`src/rtl/control_unit.sv`:
```
// Main decoder of the 16-bit RISC core: maps the 4-bit opcode to registered
// datapath control signals, one clock after the opcode is presented.
module control_unit (
    input  logic       clk,
    input  logic       rst_n,
    input  logic       stall,
    input  logic [3:0] opcode,
    output logic [2:0] alu_op,
    output logic       reg_wr,
    output logic       reg_dst,
    output logic       alu_src,
    output logic       jump,
    output logic       cmp,
    output logic       mem_rd,
    output logic       mem_wr,
    output logic       mem_to_reg
);

    typedef enum logic [3:0] {
        OP_ADD  = 4'h0,
        OP_SUB  = 4'h1,
        OP_AND  = 4'h2,
        OP_OR   = 4'h3,
        OP_XOR  = 4'h4,
        OP_SLL  = 4'h5,
        OP_SRL  = 4'h6,
        OP_ADDI = 4'h7,
        OP_LW   = 4'h8,
        OP_SW   = 4'h9,
        OP_BEQ  = 4'hA,
        OP_SLT  = 4'hB,
        OP_JMP  = 4'hC,
        OP_ANDI = 4'hD,
        OP_ORI  = 4'hE,
        OP_NOP  = 4'hF
    } opcode_e;

    typedef enum logic [2:0] {
        ALU_ADD = 3'b000,
        ALU_SUB = 3'b001,
        ALU_AND = 3'b010,
        ALU_OR  = 3'b011,
        ALU_XOR = 3'b100,
        ALU_SLL = 3'b101,
        ALU_SRL = 3'b110,
        ALU_SLT = 3'b111
    } alu_op_e;

    typedef struct packed {
        alu_op_e alu_op;
        logic    reg_wr;
        logic    reg_dst;
        logic    alu_src;
        logic    jump;
        logic    cmp;
        logic    mem_rd;
        logic    mem_wr;
        logic    mem_to_reg;
    } ctrl_t;

    localparam ctrl_t CTRL_NOP = '0;

    // Register-to-register ALU op writing rd.
    function automatic ctrl_t r_type(input alu_op_e op);
        ctrl_t c;
        c         = CTRL_NOP;
        c.alu_op  = op;
        c.reg_wr  = 1'b1;
        c.reg_dst = 1'b1;
        return c;
    endfunction

    // Immediate ALU op writing rt.
    function automatic ctrl_t i_type(input alu_op_e op);
        ctrl_t c;
        c         = CTRL_NOP;
        c.alu_op  = op;
        c.reg_wr  = 1'b1;
        c.alu_src = 1'b1;
        return c;
    endfunction

    ctrl_t decoded;
    ctrl_t ctrl_q;

    always_comb begin
        // NOTE: assigning the NOP word first keeps every path fully specified, so no latch is inferred.
        decoded = CTRL_NOP;
        if (!stall) begin
            // X/Z or unlisted opcodes fall through to the NOP default.
            case (opcode)
                OP_ADD:  decoded = r_type(ALU_ADD);
                OP_SUB:  decoded = r_type(ALU_SUB);
                OP_AND:  decoded = r_type(ALU_AND);
                OP_OR:   decoded = r_type(ALU_OR);
                OP_XOR:  decoded = r_type(ALU_XOR);
                OP_SLL:  decoded = r_type(ALU_SLL);
                OP_SRL:  decoded = r_type(ALU_SRL);
                OP_SLT:  decoded = r_type(ALU_SLT);
                OP_ADDI: decoded = i_type(ALU_ADD);
                OP_ANDI: decoded = i_type(ALU_AND);
                OP_ORI:  decoded = i_type(ALU_OR);
                OP_LW: begin
                    decoded            = i_type(ALU_ADD);
                    decoded.mem_rd     = 1'b1;
                    decoded.mem_to_reg = 1'b1;
                end
                OP_SW: begin
                    decoded.alu_src = 1'b1;
                    decoded.mem_wr  = 1'b1;
                end
                OP_BEQ: begin
                    decoded.alu_op = ALU_SUB;
                    decoded.cmp    = 1'b1;
                end
                OP_JMP:  decoded.jump = 1'b1;
                default: decoded = CTRL_NOP;
            endcase
        end
    end

    always_ff @(posedge clk or negedge rst_n) begin
        // NOTE: state registers use non-blocking assignment so every flop samples pre-edge values.
        if (!rst_n) begin
            ctrl_q <= CTRL_NOP;
        end else begin
            ctrl_q <= decoded;
        end
    end

    assign alu_op     = ctrl_q.alu_op;
    assign reg_wr     = ctrl_q.reg_wr;
    assign reg_dst    = ctrl_q.reg_dst;
    assign alu_src    = ctrl_q.alu_src;
    assign jump       = ctrl_q.jump;
    assign cmp        = ctrl_q.cmp;
    assign mem_rd     = ctrl_q.mem_rd;
    assign mem_wr     = ctrl_q.mem_wr;
    assign mem_to_reg = ctrl_q.mem_to_reg;

endmodule

```
`config.mk`:
```
export PLATFORM = sky130hd
export DESIGN_NAME = control_unit
export DESIGN_NICKNAME = d
export VERILOG_FILES = /design/src/rtl/control_unit.sv
export SDC_FILE = /design/constraint.sdc
export NUM_CORES = 1
export LEC_CHECK = 0
export ABC_AREA = 1
export CAP_MARGIN = 20
export CORE_MARGIN = 1
export CORE_UTILIZATION = 25
export CTS_CLUSTER_SIZE = 20
export DETAILED_ROUTE_END_ITERATION = 12
export PLACE_DENSITY = 0.58
export SYNTH_ARGS = -nofsm -noshare
export SYNTH_HDL_FRONTEND = slang
export SYNTH_SLANG_ARGS = --single-unit
export TNS_END_PERCENT = 5
```
`constraint.sdc`:
```
create_clock -name clk -period 1.85 [get_ports clk]
set_input_delay 0.555 -clock clk [delete_from_list [all_inputs] [get_ports clk]]
set_output_delay 0.555 -clock clk [all_outputs]
set_load 0.1 [all_outputs]
```
==> flow_summary.yaml <==
cells_and_area:
  antenna_cells: 0
  mostFrequentLayoutCell: "nand2_1"
  fin_nets: 87
  area_delta_synth_final_pct: 65.6
  final_cell_mix: "nand2_1 (13), buf_12 (11), dfrtp_1 (9)"
  finish.utilization_pct: 45.9
  drive_above_1_share_pct: 32.9
job:
  maxCapViolCount: 0
clocking:
  post_cts_resized: 0
  clkTransAtPathRegs_ns: 0.06
  post_cts_buffers: 0
  cts_tree: "built"
  htree_num_levels: 1
  cts_buffers: 3
  clock-sinks: 10
  clk_path_buf_depth: 2
  root_buffer: "clkbuf_4"
  cts_hold_buf: 0
placement:
  place_congestion: 0.875
  hpwl_um: 857
  io_buffers: 17
critical_path:
  path_buf_inv: 3
  cp.required_ns: 2.00
  cpMostUsedCell: "nand2_1"
  end_kind: "flip-flop"
  crit_path_start_kind: "primary input"
  path_cells: "clkdlybuf4s50_1, inv_1, nand2_1, nand2_1, nand2_1, nand3_1, nand2_1, inv_1"
  arrival_ns: 1.72
  cp_slowest_stage_delay_ns: 0.65
  path_class: "in -> reg"
  critPathSlowestCell: "clkdlybuf4s50_1"
  worst-path-max-fanout: 8
  path_delay_family: "buffers and inverters"
synthesis:
  yosysTopAreaCell: "dfrtp_1"
  avgSynthCellArea_um2: 8.24
  yosys-top-cells-area: "dfrtp_1 (51%), nand2_1 (9.9%), nand3_1 (8.1%)"
  yosysWarnings: 0
  synth_top_area_share_pct: 50.6
  syn_nets: 67
  netlist_instances: 60
  syn-cell-area_um2: 494
  synth-seq-cells: 10
  yosysUniqueCellTypes: 17
  ys_seq_area_share_pct: 50.6
sta:
  setup_tns_ns: 0
  hold_viol: 0
  hold_ws_ns: 0.600
  setup_viol: 0
  fin_crit_sh_pct: 84.7
  fmaxAchievable_mhz: 638
  drv_slew: 0
  min_period_ns: 1.57
  worstMarginPinSlew_ns: 0.420
  maxSlewHeadroom_pct: 71.9
  rsz0062_at_grt: "no"
power:
  ir_drop_uv: 225
  power.total_uw: 584
  power-per-cell-area_nw_per_um2: 713
  leakage_nw: 0.395
status:
  status: "finished, final reports clean"
die:
  die_h_um: 46.5
  core-area_um2: 1780
  dieArea_um2: 2160
  ioPinCount: 18
  fp-row-count: 15
  die_w_um: 46.5
  initial_core_util_pct: 27.7
global_route:
  grt_pass1_wl_um: 1800
  grt_pass1_vias: 433
  antenna_found_initial: 0
  grt_start_max_net_pins: 11
  grt_util_all_layers_pct: 12.4
  overflow: 0
route:
  drt_iter0_drc: 21
  vias_per_cell: 4.38
  routedWlPerCell_um: 9.63
  drc: 0
  antenna_left: 0
  dr.pass1.iters: 4
  vias: 456
  wirelength_um: 1000
hold_path:
  min_path_type: "in -> async"
-- routing by layer --
layer / track usage [%] / wire [µm]
met4: 8.82 / 21
met5: 0 / 0
met2: 19.4 / 512
met1: 14.4 / 374
met3: 3.14 / 92
-- power breakdown --
part	internal (mW)	switching, mW
Clock	0.0827	0.0630
Combinational	0.0690	0.130
Sequential	0.230	0.00916
Total	0.381	0.202
-- synth_stat cells, drive strengths merged --
cell / instances
nor4: 1
buf: 2
clkinv: 1
dfrtp: 10
inv: 8
nor2: 10
nand3: 9
nor3: 1
nand2: 15
o21ai: 2
o211ai: 1
-- logic make-up after synthesis --
group           share of synthesized area [%]
buf+inv                                  10.1
flops                                    50.6
simple gates                             34.9
compound gates                           4.30
-- final cells by class --
class,instances,area [µm²]
Clock buffer,4,26.3
Multi-Input combinational cell,39,194
Timing Repair Buffer,17,280
Inverter,9,35.0
Sequential cell,10,251
Fill cell,161,965
Tap cell,25,31.3
-- path summary, 6_finish.rpt --
path / cells past startpoint / slack, ns / from / end
worst max-delay path: 8 / 0.28 / opcode[1] / alu_src
max in group asynchronous: 1 / 0.93 / rst_n / mem_rd
worst min-delay path: 1 / 0.60 / rst_n / alu_src
min in group clk: 2 / 1.01 / stall / reg_dst
-- through the flow --
step                std cells  setup slack (ns)  instance area (µm²)
floorplan                  60             0.258                  495
global placement          100            0.0325                  792
global route              104             0.225                  818
CTS                       104             0.308                  818
detailed placement        100            0.0258                  792
finish                    104             0.283                  818
-- sequential cells by signal (all words and copies together), names as in the netlist --
signal	count
jump	1
reg_wr	1
mem_rd	1
cmp	1
mem_wr	1
alu_op	3
alu_src	1
reg_dst	1
Power figures use the tool's default switching activity.
==> variant (config.mk and constraints unchanged) <==
Make the reset (`rst_n`) synchronous in one clocked block.
--- a/src/rtl/control_unit.sv
+++ b/src/rtl/control_unit.sv
@@ -120,5 +120,5 @@
     end
 
-    always_ff @(posedge clk or negedge rst_n) begin
+    always_ff @(posedge clk) begin
         // NOTE: state registers use non-blocking assignment so every flop samples pre-edge values.
         if (!rst_n) begin
Function: differs if rst_n is asserted again (counterexample within 4 cycles, from zero or initial values and one cycle with rst_n low); with rst_n held inactive, the same outputs for 10 cycles.
==> variant against the original RTL <==
Synthesized area shrank 14%. Global-route usage down 1.3 points. Critical endpoint is now alu_src. Total power fell by 2.9%. Core utilization rose by 3.5 points. Design area decreased by 6.9%. Worst setup slack improved by 0.11 ns. Sequential cell count stayed put. Combinational power shrank 25%. Largest cell class unchanged. Wire length fell by 18%.
==> variant: results (changes against the original RTL) <==
pwr:
  p_leak_nw: 0.360  # -8.7%
  vdd_drop_max_uv: 303  # +35%
clocking:
  cts_setup_buffers: 0  # unchanged
  cts_root_buffer: "clkbuf_4"
  cts_buffers: 3  # unchanged
  cts_resized: 0  # unchanged
  clk_pin_slew_ns: 0.06  # about the same
  clock_path_buffers: 2  # unchanged
  ctsHtreeMaxLevel: 1  # unchanged
layout:
  n_fill_cell: 156  # -3.1%
  largest_register_ff_count: 3  # unchanged
  drive_above_1_share_pct: 34.6  # +1.7 points
  finalNetCount: 89  # +2.3%
  diodes: 0  # unchanged
detailed_routing:
  routedWlPerCell_microns: 8.51  # -12%
  drt-met1-wl_microns: 353  # -5.6%
  dr.pass1.iters: 4  # unchanged
  route.met2.wl_microns: 420  # -18%
  highest_layer: "met4"
  first_iter_violations: 5  # -76%
  num_vias: 424  # -7.0%
  wl_met3_microns: 36  # -61%
worst_hold_path:
  hold_class: "input port to register"
synthesis:
  yosys.area_share.xor_xnor_pct: 0  # unchanged
  syn-num-nets: 67  # unchanged
  synth_adder_area_share_pct: 0  # unchanged
  synth_compound_area_share_pct: 3.83  # -0.47 points
  synthArstFlopShare_pct: 0  # -100 points
  synth_area_leaders: "dfxtp_1 47%, nand2_1 15%, nor2_1 8.0%"
  yosysSeqAreaShare_pct: 47.2  # -3.4 points
  ys.flop_type: "dfxtp_1"
  ys_types: 13  # -4
  yosysWarnings: 0  # unchanged
  synthMuxAreaShare_pct: 0  # unchanged
  synth_common_cells: "17 x nand2_1, 10 x dfxtp_1, 9 x nor2_1"
place:
  globalplace.congestion: 0.863  # -1.3%
  hpwl_microns: 692  # -19%
  port-buffer-count: 17  # unchanged
global_route:
  track_usage_pct: 11.0  # -1.3 points
  antenna_found_initial: 0  # unchanged
  grt_pass1_wl_mm: 1.48  # -18%
  grt_pass1_vias: 350  # -19%
  grt_overflow: 0  # unchanged
  grt_max_degree: 8  # -3
setup_path:
  critPathMaxStageDelay_ns: 0.58  # -0.07 ns
  cp_slowest_cell: "clkdlybuf4s50_1"
  cp.arrival_ns: 1.61  # -0.11 ns
  worstPathMaxFanout: 5  # -3
  path_delay_family: "buffers and inverters"
timing:
  slew_headroom_pct: 82.9  # +11 points
status:
  outcome: "completed"
## variant: cell count changes after synthesis, sizes merged, moves of 2 or more
cell,before,now
inv,8,10
dfxtp,0,10
o21ai,2,0
nand2,15,18
nand3,9,5
nor2,10,12
dfrtp,10,0
## variant: path summary, 6_finish.rpt
kind              cells after the start  slack [ns]      start      end
setup / recovery                      8        0.39  opcode[0]  alu_src
hold / removal                        5        0.96      rst_n     jump
## variant: through the flow
step	area, sq um	std cells	util (%)	power (W)	worst slack, ns
after detailed placement	726	93	47.1	0.000384	0.106
after global routing	762	97	49.4	0.000600	0.297
after CTS	762	97	49.4	0.000575	0.386
after floorplan	425	60	-	0.000320	0.273
after global placement	726	93	47.1	0.000383	0.108
final	762	97	49.4	0.000567	0.389
## variant: routing by layer
metal,vias up,global-route usage (%)
li1,226,-
met1,184,13.0
met3,2,1.70
met4,0,10.9
met5,-,0
met2,12,16.4
## variant: where the power goes
group / total, W / switching [W] / internal (W)
Combinational: 0.000149 / 0.0000940 / 0.0000545
Sequential: 0.000230 / 0.00000636 / 0.000224
Clock: 0.000188 / 0.0000690 / 0.000119
Total: 0.000567 / 0.000169 / 0.000397
## variant: final cells by class
| type | instances | area share [%] |
|---|---|---|
| multi-input cells | 39 | 23.5 |
| flip-flops and latches | 10 | 26.4 |
| well taps | 16 | 2.63 |
| inverters | 10 | 4.93 |
| clock buffers | 4 | 4.76 |
| repair buffers | 18 | 37.8 |
## variant: worst min-delay path: stages
cell and delay, ns:
clkdlybuf4s50_1 0.41, inv_2 0.05, nor2_2 0.05, inv_1 0.06
nor3_1 0.04
